===== src/rtl/ahb_lite_pkg.sv =====
// ---------------------------------------------------------------------------
// ahb_lite_pkg
//
// Shared AHB-Lite definitions for the memory slave front end and anything
// that drives it.
//
//   htrans_t        transfer type encoding (IDLE/BUSY/NONSEQ/SEQ)
//   HSIZE_WORD      HSIZE encoding of a 32-bit transfer
//   HRESP_OKAY/...  response encodings
//   slave_state_t   data-phase state of the slave FSM
//   is_active_trans true for transfer types that start a data phase
// ---------------------------------------------------------------------------
package ahb_lite_pkg;

  typedef enum logic [1:0] {
    HTRANS_IDLE   = 2'b00,
    HTRANS_BUSY   = 2'b01,
    HTRANS_NONSEQ = 2'b10,
    HTRANS_SEQ    = 2'b11
  } htrans_t;

  localparam logic [2:0] HSIZE_WORD  = 3'b010;

  localparam logic       HRESP_OKAY  = 1'b0;
  localparam logic       HRESP_ERROR = 1'b1;

  typedef enum logic [2:0] {
    S_IDLE = 3'd0,  // no data phase in progress
    S_WAIT = 3'd1,  // data phase, wait counter still running
    S_LAST = 3'd2,  // final data-phase cycle
    S_ERR1 = 3'd3,  // first ERROR cycle (not ready)
    S_ERR2 = 3'd4   // second ERROR cycle (ready)
  } slave_state_t;

  // Only NONSEQ and SEQ carry a real transfer.
  function automatic logic is_active_trans(input htrans_t t);
    return (t == HTRANS_NONSEQ) || (t == HTRANS_SEQ);
  endfunction

endpackage


===== src/rtl/ahb_lite_mem_slave.sv =====
// ---------------------------------------------------------------------------
// ahb_lite_mem_slave
//
// AHB-Lite slave front end for the on-chip word memory. Accepts address
// phases, stretches the data phase by WAIT_STATES cycles and turns each
// transfer into word-indexed read/write strobes for external_memory.
// HRDATA/HWDATA do not pass through this block; it only sequences them.
//
// Parameters
//   WAIT_STATES  data-phase wait cycles per OKAY transfer (0..7)
//   MEM_WORDS    memory depth in 32-bit words
//
// Ports
//   HCLK, HRESET          clock, synchronous active-high reset
//   HSEL, HADDR, HTRANS,  AHB-Lite address phase from the master
//   HWRITE, HSIZE, HREADY
//   HREADYOUT, HRESP      this slave's data-phase response
//   READ_addr, read_flag  word index / enable for memory reads
//   WRITE_addr, write_flag word index / enable for memory writes
//
// Build option
//   ERR_RESP_EN  when defined, out-of-range, misaligned or non-word
//                transfers get a two-cycle ERROR response instead of
//                wrapping into the memory.
//
// Every output comes straight from a flop: the next-state logic computes
// the output values for the following cycle and they are registered
// together with the state.
// ---------------------------------------------------------------------------
module ahb_lite_mem_slave
  import ahb_lite_pkg::*;
#(
  parameter int WAIT_STATES = 0,
  parameter int MEM_WORDS   = 4096
) (
  input  logic        HCLK,
  input  logic        HRESET,
  input  logic        HSEL,
  input  logic [31:0] HADDR,
  input  logic [1:0]  HTRANS,
  input  logic        HWRITE,
  input  logic [2:0]  HSIZE,
  input  logic        HREADY,
  output logic        HREADYOUT,
  output logic        HRESP,
  output logic [31:0] READ_addr,
  output logic        read_flag,
  output logic [31:0] WRITE_addr,
  output logic        write_flag
);

  localparam int          IDX_BITS = (MEM_WORDS > 1) ? $clog2(MEM_WORDS) : 1;
  localparam logic [31:0] IDX_MASK = 32'((64'd1 << IDX_BITS) - 64'd1);
  localparam logic [2:0]  WAIT_CNT = 3'(WAIT_STATES);

  // -------------------------------------------------------------------------
  // State and registered outputs
  // -------------------------------------------------------------------------
  slave_state_t state_reg, state_next;
  logic [2:0]   cnt_reg, cnt_next;
  logic [31:0]  idx_reg, idx_next;        // captured word index
  logic         wr_reg, wr_next;          // captured direction

  logic         hreadyout_reg, hreadyout_next;
  logic         read_flag_reg, read_flag_next;
  logic         write_flag_reg, write_flag_next;
  logic [31:0]  read_addr_reg, read_addr_next;
  logic [31:0]  write_addr_reg, write_addr_next;

  // -------------------------------------------------------------------------
  // Address-phase decode
  // -------------------------------------------------------------------------
  logic        accept;
  logic [31:0] req_idx;

  // While we own a stretched data phase the bus HREADY mirrors our own
  // HREADYOUT; qualifying with our ready as well keeps the FSM from taking
  // a second transfer mid-phase if the bus mux ever glitches.
  assign accept = HSEL && HREADY && hreadyout_reg &&
                  is_active_trans(htrans_t'(HTRANS));

`ifdef ERR_RESP_EN
  logic req_err;
  logic hresp_reg, hresp_next;

  always_comb begin
    req_idx = {2'b00, HADDR[31:2]};
    req_err = (req_idx >= 32'(MEM_WORDS)) ||
              (HSIZE != HSIZE_WORD)       ||
              (HADDR[1:0] != 2'b00);
  end
`else
  // Without error responses the index simply wraps into the memory and the
  // size / byte-lane bits carry no meaning.
  logic unused_inputs;
  assign unused_inputs = ^{HSIZE, HADDR[1:0]};

  always_comb begin
    req_idx = {2'b00, HADDR[31:2]} & IDX_MASK;
  end
`endif

  // -------------------------------------------------------------------------
  // Next-state logic
  // -------------------------------------------------------------------------
  always_comb begin
    state_next = state_reg;
    cnt_next   = cnt_reg;
    idx_next   = idx_reg;
    wr_next    = wr_reg;

    case (state_reg)
      S_WAIT: begin
        // The counter holds the number of WAIT cycles still to run,
        // including this one, so a count of 1 means LAST comes next.
        if (cnt_reg <= 3'd1) begin
          state_next = S_LAST;
          cnt_next   = 3'd0;
        end else begin
          cnt_next   = cnt_reg - 3'd1;
        end
      end

`ifdef ERR_RESP_EN
      S_ERR1: begin
        state_next = S_ERR2;
        cnt_next   = 3'd0;
      end
`endif

      // IDLE, LAST and ERR2 are the cycles in which the bus is ready, so a
      // new address phase can be taken in any of them.
      default: begin
        state_next = S_IDLE;
        cnt_next   = 3'd0;
        if (accept) begin
          idx_next = req_idx;
          wr_next  = HWRITE;
`ifdef ERR_RESP_EN
          if (req_err) begin
            state_next = S_ERR1;
          end else
`endif
          if (WAIT_CNT == 3'd0) begin
            state_next = S_LAST;
          end else begin
            state_next = S_WAIT;
            cnt_next   = WAIT_CNT;
          end
        end
      end
    endcase
  end

  // -------------------------------------------------------------------------
  // Output values for the next cycle, derived from the next state so they
  // can be registered alongside it.
  // -------------------------------------------------------------------------
  logic in_phase_next;

  always_comb begin
    in_phase_next   = (state_next == S_WAIT) || (state_next == S_LAST);
    hreadyout_next  = !((state_next == S_WAIT) || (state_next == S_ERR1));
    read_flag_next  = in_phase_next && !wr_next;
    // Memory latches HWDATA on the edge that closes the data phase, so the
    // write strobe is raised only in LAST.
    write_flag_next = (state_next == S_LAST) && wr_next;
    read_addr_next  = read_flag_next ? idx_next : read_addr_reg;
    write_addr_next = (in_phase_next && wr_next) ? idx_next : write_addr_reg;
`ifdef ERR_RESP_EN
    hresp_next      = ((state_next == S_ERR1) || (state_next == S_ERR2)) ?
                      HRESP_ERROR : HRESP_OKAY;
`endif
  end

  // -------------------------------------------------------------------------
  // Registers
  // -------------------------------------------------------------------------
  always_ff @(posedge HCLK) begin
    if (HRESET) begin
      state_reg      <= S_IDLE;
      cnt_reg        <= 3'd0;
      idx_reg        <= 32'd0;
      wr_reg         <= 1'b0;
      hreadyout_reg  <= 1'b1;
      read_flag_reg  <= 1'b0;
      write_flag_reg <= 1'b0;
      read_addr_reg  <= 32'd0;
      write_addr_reg <= 32'd0;
`ifdef ERR_RESP_EN
      hresp_reg      <= HRESP_OKAY;
`endif
    end else begin
      state_reg      <= state_next;
      cnt_reg        <= cnt_next;
      idx_reg        <= idx_next;
      wr_reg         <= wr_next;
      hreadyout_reg  <= hreadyout_next;
      read_flag_reg  <= read_flag_next;
      write_flag_reg <= write_flag_next;
      read_addr_reg  <= read_addr_next;
      write_addr_reg <= write_addr_next;
`ifdef ERR_RESP_EN
      hresp_reg      <= hresp_next;
`endif
    end
  end

  assign HREADYOUT  = hreadyout_reg;
  assign read_flag  = read_flag_reg;
  assign write_flag = write_flag_reg;
  assign READ_addr  = read_addr_reg;
  assign WRITE_addr = write_addr_reg;

`ifdef ERR_RESP_EN
  assign HRESP = hresp_reg;
`else
  assign HRESP = HRESP_OKAY;
`endif

endmodule


===== config.mk =====
export PLATFORM = sky130hd
export DESIGN_NAME = ahb_lite_mem_slave
export DESIGN_NICKNAME = d
export VERILOG_FILES = /design/src/rtl/ahb_lite_pkg.sv /design/src/rtl/ahb_lite_mem_slave.sv
export SDC_FILE = /design/constraint.sdc
export NUM_CORES = 1
export LEC_CHECK = 0
export ABC_AREA = 1
export CORE_MARGIN = 4
export CORE_UTILIZATION = 27
export CTS_CLUSTER_DIAMETER = 30
export CTS_CLUSTER_SIZE = 40
export DETAILED_ROUTE_END_ITERATION = 10
export PLACE_DENSITY = 0.55
export SKIP_LAST_GASP = 1
export SLEW_MARGIN = 20
export SYNTH_ARGS = -nofsm -noshare
export SYNTH_HDL_FRONTEND = slang
export SYNTH_SLANG_ARGS = --single-unit

===== constraint.sdc =====
create_clock -name HCLK -period 3.8 [get_ports HCLK]
set_clock_uncertainty 0.2 [all_clocks]
set_input_delay 0.76 -clock HCLK [delete_from_list [all_inputs] [get_ports HCLK]]
set_output_delay 0.76 -clock HCLK [all_outputs]
set_load 0.05 [all_outputs]

After elaboration in Yosys (flattened, before gate mapping)
Index checks and enable logic that the tools add are counted.
{"block": "op_classes", "reduce_logical": 12, "muxes": 7, "n_bitwise": 1, "eq_ne": 6, "addsub": 1, "order_cmp": 1}
{"operator": "two-way mux 32 bit", "n": 2}
{"operator": "== test 3 x 1 -> 1 bit (second input constant)", "n": 2}
{"operator": "== test 3 x 2 -> 1 bit (second input constant)", "n": 2}
{"operator": "logical AND 1 bit", "n": 6}
{"operator": "two-way mux 3 bit", "n": 2}
{"operator": "== test 2 bit (second input constant)", "n": 2}
{"operator": "<= comparator 3 x 1 -> 1 bit (second input constant)", "n": 1}
{"operator": "logical OR 1 bit", "n": 3}
{"operator": "OR reduction 3 bit", "n": 1}
{"operator": "subtractor 3 x 1 -> 3 bit (second input constant)", "n": 1}
{"operator": "zero test 1 bit", "n": 2}
{"operator": "two-way mux 1 bit", "n": 2}
{"operator": "two-way mux 2 bit", "n": 1}
{"operator": "NOT 1 bit", "n": 1}
{"block": "totals", "out_inout_bits": 68, "reg_bits": 106}

Depth between registers and ports, before layout
{"block": "logic_depth", "ltp_word": 8, "mapped_depth": 10, "mapped_depth_nobuf": 9}

Least setup slack after synthesis
Ideal clock, no wire load.
{"block": "synth_timing", "path_kind": "input to register", "start": "input port HTRANS[1]", "end": "register read_addr_reg[10], in the netlist READ_addr[10]", "required_time_ns": 3.490, "path_slack_ns": 1.864, "cell_stages": 7, "t_arrival_ns": 1.626, "cell_sequence": "nand2_2 > o21ai_4 > buf_4 > buf_2 > nand3_1 > nand2_1 > nor2_1"}
{"block": "synth_between", "elab_chain_len": 8, "elab_cells_between_ends": 15}
{"element": "start, declared", "line_no": "ahb_lite_mem_slave.sv:40", "text": "input logic [1:0] HTRANS,"}
{"element": "== test 2 bit", "line_no": "ahb_lite_pkg.sv:37", "text": "return (t == HTRANS_NONSEQ) || (t == HTRANS_SEQ);"}
{"element": "logical OR 1 bit (*)", "line_no": "ahb_lite_pkg.sv:37"}
{"element": "logical AND 1 bit (*)", "line_no": "ahb_lite_mem_slave.sv:79", "text": "assign accept = HSEL && HREADY && hreadyout_reg &&"}
{"element": "two-way mux 2 bit", "line_no": "ahb_lite_mem_slave.sv:136", "text": "if (accept) begin"}
{"element": "two-way mux 3 bit", "line_no": "ahb_lite_mem_slave.sv:112", "text": "case (state_reg)"}
{"element": "== test 3 x 1 -> 1 bit / == test 3 x 2 -> 1 bit (equally long branches)", "line_no": "ahb_lite_mem_slave.sv:162", "text": "in_phase_next = (state_next == S_WAIT) || (state_next == S_LAST);"}
{"element": "logical OR 1 bit", "line_no": "ahb_lite_mem_slave.sv:162"}
{"element": "logical AND 1 bit", "line_no": "ahb_lite_mem_slave.sv:164", "text": "read_flag_next = in_phase_next && !wr_next;"}
{"element": "end signal, assigned", "line_no": "ahb_lite_mem_slave.sv:201", "text": "read_addr_reg <= read_addr_next;"}
{"element": "end, declared", "line_no": "ahb_lite_mem_slave.sv:67", "text": "logic [31:0] read_addr_reg, read_addr_next;"}
Mark *: on every way between the ends. The rest lies on a longest branch, timed or not.
A chain may end at the register's enable or synchronous reset.

Worst setup path in the final report
{"block": "layout_timing", "start": "input port HSEL", "end": "register write_addr_reg[3], in the netlist WRITE_addr[3]"}
{"block": "layout_between", "elab_chain_len": 8, "elab_cells_between_ends": 13}
{"element": "start, declared", "line_no": "ahb_lite_mem_slave.sv:38", "text": "input logic HSEL,"}
{"element": "logical AND 1 bit (*) (3 in a row)", "line_no": "ahb_lite_mem_slave.sv:79"}
{"element": "two-way mux 2 bit", "line_no": "ahb_lite_mem_slave.sv:136"}
{"element": "two-way mux 3 bit", "line_no": "ahb_lite_mem_slave.sv:112"}
{"element": "== test 3 x 1 -> 1 bit / == test 3 x 2 -> 1 bit (equally long branches)", "line_no": "ahb_lite_mem_slave.sv:162"}
{"element": "logical OR 1 bit", "line_no": "ahb_lite_mem_slave.sv:162"}
{"element": "logical AND 1 bit", "line_no": "ahb_lite_mem_slave.sv:169", "text": "write_addr_next = (in_phase_next && wr_next) ? idx_next : write_addr_reg;"}
{"element": "end signal, assigned", "line_no": "ahb_lite_mem_slave.sv:202", "text": "write_addr_reg <= write_addr_next;"}
{"element": "end, declared", "line_no": "ahb_lite_mem_slave.sv:68", "text": "logic [31:0] write_addr_reg, write_addr_next;"}
Marked as above.

==> metrics.md <==
| Metric | Value |
|---|---|
| Status | completed |
| DP Area | 5510 sq um |
| CP Buf/Inv Count | 1 |
| Core region area | between 15000 and 20000 sq um |
| Max cap viols | 0 |
| DRC | 0 |
| CTS tree | done |
| Synth warn | 0 |
| Ant diodes | 0 |
| Clock sink count | between 100 and 150 |
| Post-CTS Resized | 0 |
| Synthesis-to-layout area growth | 27.2% |
| Most used cell, CP | nand2_1 |
| CP max FO | 34 |
| Most frequent cells in the layout | nand2_1 (175), inv_1 (150), nor2_1 (114), dfxtp_1 (106), clkdlybuf4s50_1 (83) |
| Synth Register Bits | 106 |
| Level count of the clock H-tree | 3 |
| Detailed-route via count | about 3800 |
| Post-CTS Repair Setup Buffers | 0 |
| RSZ-0062 raised after global routing | false |
| R2r worst-path depth | 8 |
| Tightest Pin Transition | between 0.8 and 0.9 ns |
| Syn_area_per_cell | between 6 and 7 sq um |
| Hold Path End | cnt_reg[0] |
| Clk_lat worst skew | 0.35 ns |
| GRT Resource Usage Total | 0.123 |
| Power Dens Cells | 409 nW/um^2 |
| Dpl hpwl | 7200 microns |
| Routed WL | roughly 11000 microns |
| Vias/cell | between 3 and 4 |
| Die width | ~140 microns |
| Worst slew margin | 0.449 |
| WP data required | between 3 and 4 ns |
| FF-to-FF End | WRITE_addr[3] |
| Vias in the first global route | between 3000 and 4000 |
| Tmin final | 2.92 ns |
| Global-route wire length before repair | approximately 18000 microns |
| Internal reg-to-reg setup slack | around 1.4 ns |
| Setup TNS Final | 0 ns |
| Reg-to-Reg Start | state_reg[1] |
| Clock Tree Root | clkbuf_16 |
| CP endpoint kind | flip-flop |
| Clock slew at reported path FFs | about 0.07 ns |
| Nets | slightly below 800 |
| IO Count | between 100 and 150 |
| IO buf count | between 80 and 90 |
| Hold Violations, Final | 0 |
| Grt total ovfl | 0 |
| Design area | between 5000 and 6000 sq um |
| Initial Util | 0.274 |
| Worst Path Arrival | between 3 and 4 ns |
| TritonCTS Buffers | 9 |
| Cts hold-fix bufs | 0 |
| Row cnt | 47 |
| Max stage delay on crit path | roughly 0.5 ns |
| Slew Viols, Final | 0 |
| Largest net degree at the start of global routing | 43 |
| CP delay by family, top | simple AND/OR/NAND/NOR gates |
| Crit Path Class | input port to flip-flop |
| Synthesized cell area | approximately 4500 sq um |
| Starting DRT DRC Count | 151 |
| Static Leak | roughly 2.8 nW |
| Hold WC Path Type | flip-flop to flip-flop |
| Post-synthesis cell type count | 23 |
| Min-delay src | cnt_reg[0] |
| Routability cong. | between 0.7 and 0.8 |
| Sequential fraction of the synthesis area | 0.468 |
| Crit-path slowest cell | nand2_1 |
| Mapped Cells | approximately 670 |
| FMAX | between 0.3 and 0.4 GHz |
| CP cell instances | clkdlybuf4s50_1 > nand2_2 > nor2_8 > nand2_4 > nand2_1 > nand2_1 > nand3_1 > nand2_1 > nor2_1 |
| Worst vdd rail ir drop | around 0.00028 V |
| Routed len/inst | between 10 and 15 microns |
| Die Y | between 100 and 150 microns |
| Worst path depth | 9 |
| Startpoint Class | input port |
| Die area | about 19000 sq um |
| Finish-stage setup viols | 0 |
| Clk buf depth | 2 |
| Fraction of layout cells with a size suffix above 1 | 0.0549 |
| Routed Antenna Nets | 0 |
| Antenna violations before repair | 0 |
| Most common cell after layout, fill and taps aside | nand2_1 |
| Worst Hold Path Cells | 1 |
| Tcrit/Tclk final | 0.767 |
| DR pass1 iterations | 4 |
power by group:
part	internal (W)	switching (W)
registers	0.00114	0.0000155
clock network	0.000460	0.000403
logic	0.000109	0.000229
total	0.00171	0.000648
routing by layer:
metal / GRT usage / wire (microns) / vias up
met5: 0 / 0 / -
met4: 0.0504 / 238 / 0
met3: 0.0431 / 744 / 16
met2: 0.191 / 4820 / 90
met1: 0.153 / 5140 / 1646
li1: - / - / 2060
how the worst max path moves through the flow:
| stage | start | end | slack [ns] |
|---|---|---|---|
| after floorplan | HTRANS[1] | READ_addr[10] | 1.86 |
| after global placement | HSEL | WRITE_addr[3] | 0.49 |
| after detailed placement | HSEL | WRITE_addr[3] | 0.45 |
| after CTS | HSEL | WRITE_addr[29] | 0.81 |
| after global routing | HSEL | WRITE_addr[29] | 0.65 |
| final | HSEL | WRITE_addr[3] | 0.88 |
cells by family (layout without fill, tap and decap cells):
group,after synthesis,in the layout,synth area share
other,1,2,0.000827
AO/OA/AOI/OAI,2,2,0.00469
XOR/XNOR,1,1,0.00193
adder cells (fa/ha/maj),2,2,0.00552
buffers and inverters,194,266,0.174
AND/OR/NAND/NOR,368,368,0.345
flip-flops,106,106,0.468
synthesized netlist by cell type:
cell type | number | share of area
buf_1 | 4 | 0.0033
buf_2 | 14 | 0.015
buf_4 | 6 | 0.0099
buf_6 | 3 | 0.0074
clkbuf_1 | 7 | 0.0058
conb_1 | 1 | 0.00083
dfxtp_1 | 106 | 0.47
ha_1 | 2 | 0.0055
inv_1 | 150 | 0.12
inv_2 | 10 | 0.0083
nand2_1 | 175 | 0.14
nand2_2 | 2 | 0.0028
nand2_4 | 4 | 0.0099
nand3_1 | 67 | 0.074
nand3_4 | 2 | 0.0077
nand3b_4 | 1 | 0.0044
nand4_1 | 1 | 0.0014
nor2_1 | 114 | 0.094
nor2_8 | 1 | 0.0044
nor3_1 | 1 | 0.0011
o21ai_0 | 1 | 0.0011
o21ai_4 | 1 | 0.0036
xnor2_1 | 1 | 0.0019
final cells by class:
class	count	area (sq um)
flip-flops and latches	106	2120
repair buffers	90	881
clock inverters	3	15.0
multi-input cells	375	1630
fillers	1823	10800
clock buffers	13	250
well taps	220	275
inverters	160	601
per-stage QoR:
step	utilization	setup slack (ns)	std cells	total power [W]	hold slack (ns)
floorplan	-	1.86	675	0.00143	0.230
global placement	0.333	0.486	951	0.00153	0.245
detailed placement	0.333	0.445	951	0.00153	0.255
CTS	0.349	0.813	967	0.00240	0.271
global route	0.349	0.648	967	0.00248	0.290
finish	0.349	0.884	967	0.00236	0.264
No activity file was read; power rests on OpenSTA's default activity.
